File: config.mk
export PLATFORM = sky130hd
export DESIGN_NAME = bus_permute_pipe_flat
export DESIGN_NICKNAME = d
export VERILOG_FILES = /design/src/rtl/bus_permute_pipe_if.sv /design/src/rtl/bus_permute_pipe.sv /design/src/flat_wrapper.sv
export SDC_FILE = /design/constraint.sdc
export NUM_CORES = 1
export LEC_CHECK = 0
export ABC_AREA = 1
export CORE_UTILIZATION = 45
export CTS_BUF_LIST = sky130_fd_sc_hd__clkbuf_16
export DETAILED_ROUTE_END_ITERATION = 8
export HOLD_SLACK_MARGIN = 0.1
export PLACE_DENSITY = 0.72
export SLEW_MARGIN = 20
export SYNTH_ARGS = -nofsm -noshare
export SYNTH_HDL_FRONTEND = slang
export SYNTH_SLANG_ARGS = --single-unit
File: constraint.sdc
create_clock -name clk -period 1.9 [get_ports clk]
set_input_delay 0.38 -clock clk [delete_from_list [all_inputs] [get_ports clk]]
set_output_delay 0.38 -clock clk [all_outputs]
set_load 0.01 [all_outputs]
File: src/rtl/bus_permute_pipe_if.sv
// Bundled config port and data streams of bus_permute_pipe.
// Both streams use valid/ready: a transfer happens on a rising edge where valid && ready; the sender holds its payload until then.
interface bus_permute_pipe_if #(
  parameter int WIDTH = 4,
  parameter int IDXW  = 2
);
  logic             cfg_valid;
  logic [IDXW-1:0]  cfg_dst;
  logic [IDXW-1:0]  cfg_src;
  logic             cfg_commit;
  logic             cfg_ready;
  logic             cfg_err;
  logic             in_valid;
  logic [WIDTH-1:0] in_data;
  logic             in_ready;
  logic             out_valid;
  logic [WIDTH-1:0] out_data;
  logic             out_ready;

  modport master (
    output cfg_valid, cfg_dst, cfg_src, cfg_commit, in_valid, in_data, out_ready,
    input  cfg_ready, cfg_err, in_ready, out_valid, out_data
  );

  modport slave (
    input  cfg_valid, cfg_dst, cfg_src, cfg_commit, in_valid, in_data, out_ready,
    output cfg_ready, cfg_err, in_ready, out_valid, out_data
  );
endinterface

File: src/rtl/bus_permute_pipe.sv
// Registered bit permutation: out_data[i] = in_data[active_map[i]], with a shadow map
// that is swapped in only once the output register has drained.
module bus_permute_pipe #(
  parameter int WIDTH = 4,
  parameter int IDXW  = 2
) (
  input  logic                clk,
  input  logic                rst_n,
  bus_permute_pipe_if.slave   bus,
  output logic [1:0]          o_dbg_state
);

  typedef enum logic [1:0] {
    S_RUN   = 2'd0,
    S_DRAIN = 2'd1,
    S_SWAP  = 2'd2
  } state_t;

  localparam logic [IDXW:0] LP_WIDTH = (IDXW + 1)'(WIDTH);

  state_t           r_state;
  state_t           w_state_nxt;
  logic [IDXW-1:0]  r_shadow [WIDTH];
  logic [IDXW-1:0]  r_active [WIDTH];
  logic [WIDTH-1:0] r_out_data;
  logic [WIDTH-1:0] w_perm;
  logic             r_out_valid;
  logic             r_cfg_err;
  logic             w_in_ready;
  logic             w_cfg_ready;
  logic             w_swap;
  logic             w_in_fire;
  logic             w_cfg_fire;
  logic             w_cfg_ok;

  always_comb begin
    w_state_nxt = r_state;
    w_in_ready  = 1'b0;
    w_cfg_ready = 1'b0;
    w_swap      = 1'b0;
    case (r_state)
      S_RUN: begin
        w_cfg_ready = 1'b1;
        w_in_ready  = !r_out_valid || bus.out_ready;
        if (bus.cfg_commit) w_state_nxt = S_DRAIN;
      end
      // Wait for a cycle that starts with an empty output register.
      S_DRAIN: if (!r_out_valid) w_state_nxt = S_SWAP;
      S_SWAP: begin
        w_swap      = 1'b1;
        w_state_nxt = S_RUN;
      end
      default: w_state_nxt = S_RUN;
    endcase
  end

  assign w_in_fire  = bus.in_valid && w_in_ready;
  assign w_cfg_fire = bus.cfg_valid && w_cfg_ready;
  assign w_cfg_ok   = ({1'b0, bus.cfg_dst} < LP_WIDTH) && ({1'b0, bus.cfg_src} < LP_WIDTH);

  always_comb begin
    w_perm = '0;
    for (int i = 0; i < WIDTH; i++) begin
      w_perm[i] = bus.in_data[r_active[i]];
    end
  end

  always_ff @(posedge clk) begin
    if (!rst_n) begin
      r_state     <= S_RUN;
      r_out_valid <= 1'b0;
      r_out_data  <= '0;
      r_cfg_err   <= 1'b0;
      for (int i = 0; i < WIDTH; i++) begin
        r_shadow[i] <= IDXW'(i);
        r_active[i] <= IDXW'(i);
      end
    end else begin
      r_state <= w_state_nxt;

      if (w_in_fire) begin
        r_out_data  <= w_perm;
        r_out_valid <= 1'b1;
      end else if (bus.out_ready) begin
        r_out_valid <= 1'b0;
      end

      // Out-of-range writes are dropped so the shadow never holds an illegal index.
      if (w_cfg_fire) begin
        if (w_cfg_ok) r_shadow[bus.cfg_dst] <= bus.cfg_src;
        else          r_cfg_err <= 1'b1;
      end

      if (w_swap) begin
        for (int i = 0; i < WIDTH; i++) begin
          r_active[i] <= r_shadow[i];
        end
        r_cfg_err <= 1'b0;
      end
    end
  end

  assign bus.cfg_ready = w_cfg_ready;
  assign bus.cfg_err   = r_cfg_err;
  assign bus.in_ready  = w_in_ready;
  assign bus.out_valid = r_out_valid;
  assign bus.out_data  = r_out_data;
  assign o_dbg_state   = r_state;

endmodule

File: src/flat_wrapper.sv
// flat-port wrapper written by rule: the top's interface ports become plain ports
module bus_permute_pipe_flat 
#(
  parameter int WIDTH = 4,
  parameter int IDXW  = 2
)
  (clk, rst_n, o_dbg_state, bus_cfg_valid, bus_cfg_dst, bus_cfg_src, bus_cfg_commit, bus_in_valid, bus_in_data, bus_out_ready, bus_cfg_ready, bus_cfg_err, bus_in_ready, bus_out_valid, bus_out_data);
  bus_permute_pipe_if #(.WIDTH(WIDTH), .IDXW(IDXW)) bus_i ();
  input  logic clk;
  input  logic rst_n;
  output logic [1:0] o_dbg_state;
  input wire logic [$bits(bus_i.cfg_valid)-1:0] bus_cfg_valid;
  input wire logic [$bits(bus_i.cfg_dst)-1:0] bus_cfg_dst;
  input wire logic [$bits(bus_i.cfg_src)-1:0] bus_cfg_src;
  input wire logic [$bits(bus_i.cfg_commit)-1:0] bus_cfg_commit;
  input wire logic [$bits(bus_i.in_valid)-1:0] bus_in_valid;
  input wire logic [$bits(bus_i.in_data)-1:0] bus_in_data;
  input wire logic [$bits(bus_i.out_ready)-1:0] bus_out_ready;
  output wire logic [$bits(bus_i.cfg_ready)-1:0] bus_cfg_ready;
  output wire logic [$bits(bus_i.cfg_err)-1:0] bus_cfg_err;
  output wire logic [$bits(bus_i.in_ready)-1:0] bus_in_ready;
  output wire logic [$bits(bus_i.out_valid)-1:0] bus_out_valid;
  output wire logic [$bits(bus_i.out_data)-1:0] bus_out_data;
  assign bus_i.cfg_valid = bus_cfg_valid;
  assign bus_i.cfg_dst = bus_cfg_dst;
  assign bus_i.cfg_src = bus_cfg_src;
  assign bus_i.cfg_commit = bus_cfg_commit;
  assign bus_i.in_valid = bus_in_valid;
  assign bus_i.in_data = bus_in_data;
  assign bus_i.out_ready = bus_out_ready;
  assign bus_cfg_ready = bus_i.cfg_ready;
  assign bus_cfg_err = bus_i.cfg_err;
  assign bus_in_ready = bus_i.in_ready;
  assign bus_out_valid = bus_i.out_valid;
  assign bus_out_data = bus_i.out_data;
  bus_permute_pipe #(.WIDTH(WIDTH), .IDXW(IDXW)) u_core (.clk(clk), .rst_n(rst_n), .bus(bus_i), .o_dbg_state(o_dbg_state));
endmodule
==> results of run 1 <==
==> state kept, by name (all words and copies together) (netlist names) <==
| register | count |
|---|---|
| u_core.bus.out_data | 4 |
| u_core.bus.out_valid | 1 |
| u_core.o_dbg_state | 2 |
| u_core.r_active | 8 |
| u_core.r_shadow | 8 |
==> what timing repair did <==
item / 4_1_cts / 5_1_grt
hold endpoints to repair: 0 / 0
setup endpoints to repair: 1 / 0
resized for setup: 1 / 0
==> power by group through the flow <==
stage	combinational (W)	clock, W	sequential, W
CTS	0.000170	0.000439	0.000576
detailed placement	0.000170	0	0.000586
global placement	0.000165	0	0.000585
global route	0.000190	0.000459	0.000579
floorplan	0.0000811	0	0.000590
finish	0.000169	0.000433	0.000576
==> worst max-delay path: cells and delay by family, from the launching register on <==
kind	cells	cell delay [ns]
buffers and inverters	1	0.57
DFF	1	0.37
and+or+nand+nor	1	0.20
==> placed cells by master (no fill, tap or decap) <==
cell / Yosys / routed
nor2_2: 1 / 1
nand3_1: 12 / 12
dfxtp_1: 7 / 7
or2_2: 4 / 4
a21oi_1: 2 / 2
nor2_1: 16 / 16
edfxtp_1: 16 / 16
nand2_1: 38 / 38
nor4_1: 1 / 1
o21ai_0: 1 / 1
clkdlybuf4s50_1: 0 / 21
nand4_1: 2 / 2
clkbuf_16: 0 / 3
inv_1: 28 / 29
conb_1: 1 / 1
buf_4: 1 / 4
nand3_2: 2 / 2
and2_2: 1 / 1
nor2_4: 1 / 1
dlygate4sd2_1: 0 / 1
==> kinds of logic after synthesis <==
| logic type | after synthesis | synth area share (%) |
|---|---|---|
| AO/OA/AOI/OAI | 3 | 1.35 |
| buffers and inverters | 30 | 11.1 |
| flip-flops | 23 | 55.7 |
| other | 1 | 0.336 |
| AND/OR/NAND/NOR | 78 | 31.5 |
==> layer usage <==
metal	part of all wire (%)	vias up	track usage (%)
met2	57	16	34.4
met3	2.9	0	3.80
li1	-	471	-
met1	40	399	16.4
met5	0	-	0
met4	0	0	6.31
==> worst max path at each step <==
stage                                  startpoint                                   to  depth (start not counted)
2_1_floorplan  u_core.o_dbg_state[1]$_SDFFE_PN0P_  u_core.r_active[0][0]$_SDFFCE_PN0P_                          2
3_3_place_gp                        bus_out_ready                         bus_in_ready                          5
3_5_place_dp                        bus_out_ready                         bus_in_ready                          5
4_1_cts        u_core.o_dbg_state[0]$_SDFFE_PN0P_                        bus_cfg_ready                          2
5_1_grt        u_core.o_dbg_state[0]$_SDFFE_PN0P_                        bus_cfg_ready                          2
6_report       u_core.o_dbg_state[0]$_SDFFE_PN0P_                        bus_cfg_ready                          2
==> layout make-up <==
cell class	count	area, µm²	area share [%]
clock inverter	1	3.75	0.257
tap	28	35.0	2.40
multi-input combinational	82	370	25.4
sequential	23	621	42.5
timing repair buffer	26	249	17.1
inverter	28	105	7.20
clock buffer	3	75.1	5.15
==> metrics by stage <==
step,total power (W),hold slack [ns]
3_3_place_gp,0.000750,0.486
5_1_grt,0.00123,0.520
6_report,0.00118,0.501
3_5_place_dp,0.000756,0.485
2_1_floorplan,0.000671,0.482
4_1_cts,0.00119,0.503
==> flow_metrics.py, run 1 <==
metrics = {
    "power_and_ir_drop": {
        "p_sw_w": 0.000252,
        "clkPwrFrac_pct": 36.7,
        "p_int_w": 0.000925,
        "power.density_nw_per_um2": 807,
        "netSwitchingFraction_pct": 21.4,
        "ir_drop_mv": 0.433,
        "pwr-share-comb_pct": 14.3,
        "power_frac_seq_pct": 48.9,
        "power_leakage_nw": 0.657,
    },
    "timing": {
        "fin_crit_sh_pct": 92.9,
        "period_minus_slack_ns": 1.76,
        "setup-tns-final_ns": 0,
        "rsz0062_at_grt": "false",
        "fmax_ghz": 0.567,
        "finalWorstSetupSlack_ns": 0.135,
        "maxSlewViolCount": 0,
        "setup_viol": 0,
        "hold_viol_final": 0,
        "skew_ns": 0.00115,
    },
    "layout": {
        "fin_area_um2": 1460,
        "fin_cells": 191,
        "fillers": 194,
        "layout.nets": 178,
        "final_util_pct": 64.1,
        "syn2layout_area_growth_pct": 30.9,
        "n_antenna_cell": 0,
        "drive_above_1_share_pct": 9.82,
    },
    "setup_path": {
        "r2r_start": "u_core.o_dbg_state[0]$_SDFFE_PN0P_",
        "crit_chain": "nor2_4 -> clkdlybuf4s50_1",
        "start_kind": "register",
        "slowest_delay_ns": 0.57,
        "timing.rr.end": "u_core.r_shadow[0][1]$_SDFFCE_PN0P_",
        "arrival_ns": 1.38,
        "rrSetupSlack_ns": 0.59,
        "crit_path_max_fanout": 6,
        "path_class": "register to primary output",
        "required_ns": 1.52,
        "slowest_stage": "clkdlybuf4s50_1",
        "endpoint_kind": "primary output",
        "worstRegToRegCells": 5,
    },
    "placed_design": {
        "placed_area_um2": 1380,
        "numPortBuffers": 22,
        "dp_hpwl_um": 1550,
        "dpl.cell_count": 187,
        "gp_congestion": 0.729,
        "place_worst_setup_slack_ns": -0.0785,
    },
    "die": {
        "ios": 24,
        "die_h_um": 51.8,
        "die_area_um2": 2680,
        "core_um2": 2280,
        "die_width_um": 51.8,
        "rows": 17,
        "start_util_pct": 49.0,
    },
    "clock_network": {
        "cts_max_level": 1,
        "cts_hold_buf": 0,
        "cts_buffer_depth": 2,
        "postCtsSetupRepairBufs": 0,
        "cts.clk_slew.worst_paths_ns": 0.06,
        "cts-root-buf": "clkbuf_16",
        "clk_latency_ns": 0.25,
        "clock_sinks": 23,
        "cts_tree": "built",
        "cts_buffers": 3,
    },
    "min_path": {
        "min-delay-start": "u_core.r_shadow[2][1]$_SDFFCE_PN1P_",
        "worstHoldEndpoint": "u_core.r_active[0][5]$_SDFFCE_PN1P_",
        "hold_class": "register to register",
        "whs_path_depth": 1,
    },
    "grt": {
        "grt_max_degree": 13,
        "antenna_found_initial": 0,
        "grtUsageTotal_pct": 17.1,
        "grt_pass1_vias": 818,
        "grt-ovfl-total": 0,
        "grt_pass1_wl_um": 3280,
    },
    "logic_synthesis": {
        "ys_async_sr_fraction_pct": 0,
        "synth-main-ff-cell": "edfxtp_1",
        "yosysUniqueCellTypes": 18,
        "postSynthAreaPerCell_um2": 8.26,
        "synth_most_common_cell": "nand2_1",
        "synth_nets": 149,
        "synthCells": 135,
        "yosysSeqAreaShare_pct": 55.7,
        "syn_area_um2": 1110,
        "synth_edf_count": 16,
        "synth.largest_area_cell": "edfxtp_1",
        "synth_warnings": 0,
        "synth-seq-cells": 23,
        "ys_top_cells_by_area": "edfxtp_1 (43%), nand2_1 (13%), dfxtp_1 (13%)",
        "synth_top_area_share_pct": 43.1,
        "synth_common_cells": "nand2_1 (38), inv_1 (28), edfxtp_1 (16), nor2_1 (16), nand3_1 (12)",
    },
    "drt": {
        "route.detailed.drc": 0,
        "drt-initial-drc-count": 9,
        "drt_pre_antenna_iters": 4,
        "postRouteAntennaNets": 0,
        "wl_um": 2020,
        "wl_per_cell_um": 10.6,
        "vias": 886,
        "vias_per_cell": 4.64,
    },
    "run": {
        "maxCapViolations": 0,
    },
    "outcome": {
        "status": "complete, no violations",
    },
}
No activity file was read; power rests on OpenSTA's default activity.
==> run 2: changes to the inputs <==
SLEW_MARGIN = default   (was 20)
==> results of run 2 <==
Final layout, timing and power as in run 1 (identical DEF).
==> run 3: changes to the inputs <==
SLEW_MARGIN = 20   (was default)
==> results of run 3 <==
Final layout, timing and power as in run 1 (identical DEF).
==> edit 1, RTL diff (config.mk and constraints of run 2) <==
`IDXW` is set to 2 in 3 places; all go to 3.
--- a/src/rtl/bus_permute_pipe_if.sv
+++ b/src/rtl/bus_permute_pipe_if.sv
@@ -4,3 +4,3 @@
   parameter int WIDTH = 4,
-  parameter int IDXW  = 2
+  parameter int IDXW  = 3
 );
--- a/src/rtl/bus_permute_pipe.sv
+++ b/src/rtl/bus_permute_pipe.sv
@@ -4,3 +4,3 @@
   parameter int WIDTH = 4,
-  parameter int IDXW  = 2
+  parameter int IDXW  = 3
 ) (
--- a/src/flat_wrapper.sv
+++ b/src/flat_wrapper.sv
@@ -4,3 +4,3 @@
   parameter int WIDTH = 4,
-  parameter int IDXW  = 2
+  parameter int IDXW  = 3
 )
Ports: changed (resized bus_cfg_dst and bus_cfg_src); port bits go from 24 to 26. The function was not compared with the original's and may differ.
==> edit 1 against run 2 <==
  * Count of clock-buffer cells in the layout did not move
  * Design area grew 6.7%
  * Synthesized area up 5.8%
  * Fmax shrank 2.6%
  * Register-to-register slack lost 30 ps
  * Routed wire length grew 5.6%
  * Critical endpoint unchanged
  * Sequential cell count is 1 higher
  * Total power up 5.4%
  * Setup slack worse by 47 ps
==> edit 1: results (changes against run 2) <==
result of the run: complete, no violations
number of routed nets with antenna violations: 0 (unchanged)
number of cells traversed by the worst hold path: 2 (+1)
GRT met2 Usage: 0.306 (-0.0379)
post-synthesis net count: 154 (+3.4%)
worst-case vdd ir drop: 0.000505 V (+16%)
number of cells on the worst reg-to-reg path: 5 (unchanged)
hold wc startpoint: u_core.bus.cfg_err$_SDFFE_PP0P_
clock root buffer master: sky130_fd_sc_hd__clkbuf_16
power in combinational cells: 0.185 mW (+9%)
Via-to-Cell Ratio: 4.69 (+1.1%)
Pint: 0.955 mW (+3.2%)
placed cell count: 195 (+4.3%)
Diodes inserted: 0 (unchanged)
FF-to-FF End: u_core.r_shadow[2][1]$_SDFFCE_PN1P_
list of most frequent post-synthesis cells: sky130_fd_sc_hd__nand2_1, sky130_fd_sc_hd__inv_1, sky130_fd_sc_hd__edfxtp_1, sky130_fd_sc_hd__nor2_1, sky130_fd_sc_hd__dfxtp_1
slack of the worst reg-to-reg path: 560 ps (-30 ps)
data arrival time at the worst-slack endpoint: 1430 ps (+50 ps)
async set-reset flop share out of synthesis: 0 (unchanged)
GP Congestion: 0.725 (-0.55%)
number of port buffers: 25 (+14%)
portion of the post-synthesis area used by sequential elements: 0.543 (-0.0137)
maximum number of buffers from clock root to sink: 2 (unchanged)
global-route wire length before repair: 3.39 mm (+3.1%)
highest metal layer with signal wires: met4
Worst Hold End: u_core.bus.cfg_err$_SDFFE_PP0P_
post-synthesis compound-gate area fraction: 0.0170 (+0.00350)
GRT met3 Usage: 0.0517 (+0.0137)
count of mapped cells out of synthesis: 138 (+2.2%)
overall global routing resource usage: 0.175 (+0.00453)
cells taking the most area after synthesis: sky130_fd_sc_hd__edfxtp_1, sky130_fd_sc_hd__dfxtp_1, sky130_fd_sc_hd__nand2_1
wire length the detailed router placed on met1: 934 um (+17%)
routed length on met3: 82 um (+39%)
GRT met1 Usage: 0.187 (+0.0231)
top_reg_cell synth: sky130_fd_sc_hd__edfxtp_1
Detailed Place HPWL: 1.65 mm (+6.0%)
via count of the first global-routing pass: 838 (+2.4%)
final net count: 186 (+4.5%)
drt first-iter violations: 12 (+3)
clock edge transition at the registers on the reported setup and hold paths: 60 ps (about the same)
P_seq: 0.595 mW (+3%)
setup clock skew after layout: 5.88 ps (+4.72 ps)
post-detailed-routing wire length: 2.13 mm (+5.6%)
post-detailed-route wirelength per cell: 10.7 um (+1.4%)
Skew-Pair Late Insertion Delay: 260 ps
Largest delay share family, worst path: buffers and inverters
number of fillers in the final layout: 223 (+15%)
count of cell types in the netlist: 20 (+2)
multiplexer fraction of the synthesized cell area: 0 (unchanged)
static leakage power: 0.660 nW (+0.44%)
largest net degree at the start of global routing: 14 (+1)
fraction of layout cells with a size suffix above 1: 0.112 (+0.0143)
detailed route wirelength on metal2: 1.07 mm (-7.7%)
edit 1: cell count changes after synthesis, sizes merged, moves of 3 or more:
cell and change:
nand3b +4, nor3 +3, nand3 -6, nand4 +3
edit 1: stage by stage:
step	hold slack [ps]	utilization	instance area (um^2)	power (mW)	setup slack, ps
global route	495	0.628	1560	1.29	24.6
CTS	458	0.628	1560	1.25	85.1
finish	455	0.628	1560	1.24	88.4
detailed placement	449	0.597	1480	0.794	-94.2
floorplan	474	-	1180	0.699	291
global placement	445	0.597	1480	0.787	-46.9
edit 1: cell families (layout without fill, tap and decap cells):
group	count (synthesis)	after routing
buf+inv	28	59
compound gates	4	4
flops	24	24
simple gates	82	82
edit 1: area by class of cell:
| cell class | count | area, um^2 | area share |
|---|---|---|---|
| Timing Repair Buffer | 28 | 272 | 0.174 |
| Multi-Input combinational cell | 86 | 427 | 0.274 |
| Clock buffer | 3 | 75.1 | 0.0482 |
| Inverter | 27 | 101 | 0.0651 |
| Clock inverter | 1 | 3.75 | 0.00241 |
| Tap cell | 30 | 37.5 | 0.0241 |
| Sequential cell | 24 | 641 | 0.412 |
edit 1: how the worst max path moves through the flow:
stage                                                endpoint                          startpoint  slack, ps
final                                           bus_cfg_ready  u_core.o_dbg_state[0]$_SDFFE_PN0P_         90
after global routing                            bus_cfg_ready  u_core.o_dbg_state[0]$_SDFFE_PN0P_         20
after CTS                                       bus_cfg_ready  u_core.o_dbg_state[0]$_SDFFE_PN0P_         90
after detailed placement                         bus_in_ready                       bus_out_ready        -90
after global placement                           bus_in_ready                       bus_out_ready        -50
after floorplan           u_core.r_active[0][0]$_SDFFCE_PN0P_  u_core.o_dbg_state[1]$_SDFFE_PN0P_        290
edit 1: timing repair:
action                                  CTS  global route
buffers inserted                          0             0
endpoints found under the setup margin    1             0
gates resized for setup                   1             0
==> edit 2, RTL diff (config.mk and constraints of run 2) <==
Made on the original files. Reset style: asynchronous (`rst_n`), changed in one clocked block.
--- a/src/rtl/bus_permute_pipe.sv
+++ b/src/rtl/bus_permute_pipe.sv
@@ -67,3 +67,3 @@
 
-  always_ff @(posedge clk) begin
+  always_ff @(posedge clk or negedge rst_n) begin
     if (!rst_n) begin
Function: differs if rst_n is asserted again (counterexample within 4 cycles, from zero or initial values and one cycle with rst_n low); with rst_n held inactive, the same outputs for 10 cycles.
==> edit 2 against run 2 <==
  * Design area decreased by 1.4%
  * Sequential cell count unchanged
  * Via count increased by 3.5%
  * Setup slack improved by 100 ps
  * Routed wire length increased by 5.4%
  * Synthesized area increased by 0.22%
  * Global-route usage increased by 2.5 points
Power is not compared: it rests on default switching activity, and its combinational part moved more than twofold at a synthesized area within 25%.
==> edit 2: results (changes against run 2) <==
result of the run: complete, no violations
multi-input gate count: 88 (+7.3%)
clock edge transition at the registers on the reported setup and hold paths: 60 ps (about the same)
non-clock inverter count in the final layout: 21 (-25%)
Seq/total area: 0.407 (-0.0184)
slack of the worst reg-to-reg path: 530 ps (-60 ps)
min-delay worst type: in2async
critical path capture point: bus_in_ready
drt first-iter violations: 12 (+3)
GP Congestion: 0.724 (-0.66%)
worst setup path start: bus_out_ready
largest net degree at the start of global routing: 24 (+11)
async set-reset flop share out of synthesis: 1.00 (+1.00)
via count of the first global-routing pass: 878 (+7.3%)
Resize count post-CTS: 2 (+1)
Non-Clock Buffer Area Fraction: 0.167 (-0.00371)
count of cell types in the netlist: 17 (-1)
non-clock buffer count: 25 (-3.8%)
peak clock frequency supported by timing: 0.601 GHz (+6.0%)
Via-to-Cell Ratio: 4.85 (+4.6%)
post-detailed-route wirelength per cell: 11.2 um (+6.5%)
number of fillers in the final layout: 208 (+7.2%)
fraction of layout cells with a size suffix above 1: 0.180 (+0.0820)
critical-path maximum fanout: 2 (-4)
sw power: 0.874 mW
number of cells on the worst reg-to-reg path: 4 (-1)
portion of total power attributed to combinational logic: 0.415
global-route wire length before repair: 3.75 mm (+14%)
list of most frequent post-synthesis cells: sky130_fd_sc_hd__nand2_1, sky130_fd_sc_hd__inv_1, sky130_fd_sc_hd__dfrtp_1, sky130_fd_sc_hd__nand3_1
multi-input logic area: 419 um^2 (+13%)
post-synthesis net count: 149 (unchanged)
final net count: 176 (-1.1%)
total via count in the routed design: 917 (+3.5%)
Detailed Place HPWL: 1.59 mm (+2.5%)
data arrival time at the worst-slack endpoint: 1280 ps (-100 ps)
overall global routing resource usage: 0.196 (+0.0249)
setup clock skew after layout: 3.37 ps (+2.22 ps)
pre-CTS worst setup slack: -38.8 ps (+39.7 ps)
number of sinks on the clock net: 23 (unchanged)
Critical R2R Launch: u_core.o_dbg_state[1]$_DFFE_PN0P_
post-synthesis compound-gate area fraction: 0.0985 (+0.0851)
number of routed nets with antenna violations: 0 (unchanged)
FF-to-FF End: u_core.r_active[2]$_DFFE_PN0N_
Area after DPL: 1360 um^2 (-1.4%)
fraction of area in clock buffers and inverters: 0.0557 (+0.00162)
maximum cell stage delay along the critical path: 450 ps (-120 ps)
top_reg_cell synth: sky130_fd_sc_hd__dfrtp_1
edit 2: cell count changes after synthesis, sizes merged, moves of 2 or more:
cell | run 2 | this run
a21oi | 2 | 8
dfrtp | 0 | 15
dfstp | 0 | 8
dfxtp | 7 | 0
edfxtp | 16 | 0
inv | 28 | 21
nand2 | 38 | 46
nand3 | 14 | 9
nand4 | 2 | 4
nor2 | 18 | 11
o21ai | 1 | 8
or2 | 4 | 1
edit 2: through the flow:
step           TNS, ps  utilization  hold WS (ps)
2_1_floorplan        0            -          84.4
3_3_place_gp     -37.2        0.598           466
5_1_grt              0        0.632           492
4_1_cts              0        0.632           483
6_report             0        0.632           471
3_5_place_dp     -38.8        0.598           469
edit 2: layer usage:
metal | GRT usage | share of wire | vias to the layer above
li1 | - | - | 468
met1 | 0.237 | 0.46 | 421
met2 | 0.325 | 0.48 | 21
met3 | 0.0439 | 0.034 | 7
met4 | 0.0946 | 0.025 | 0
met5 | 0 | 0 | -
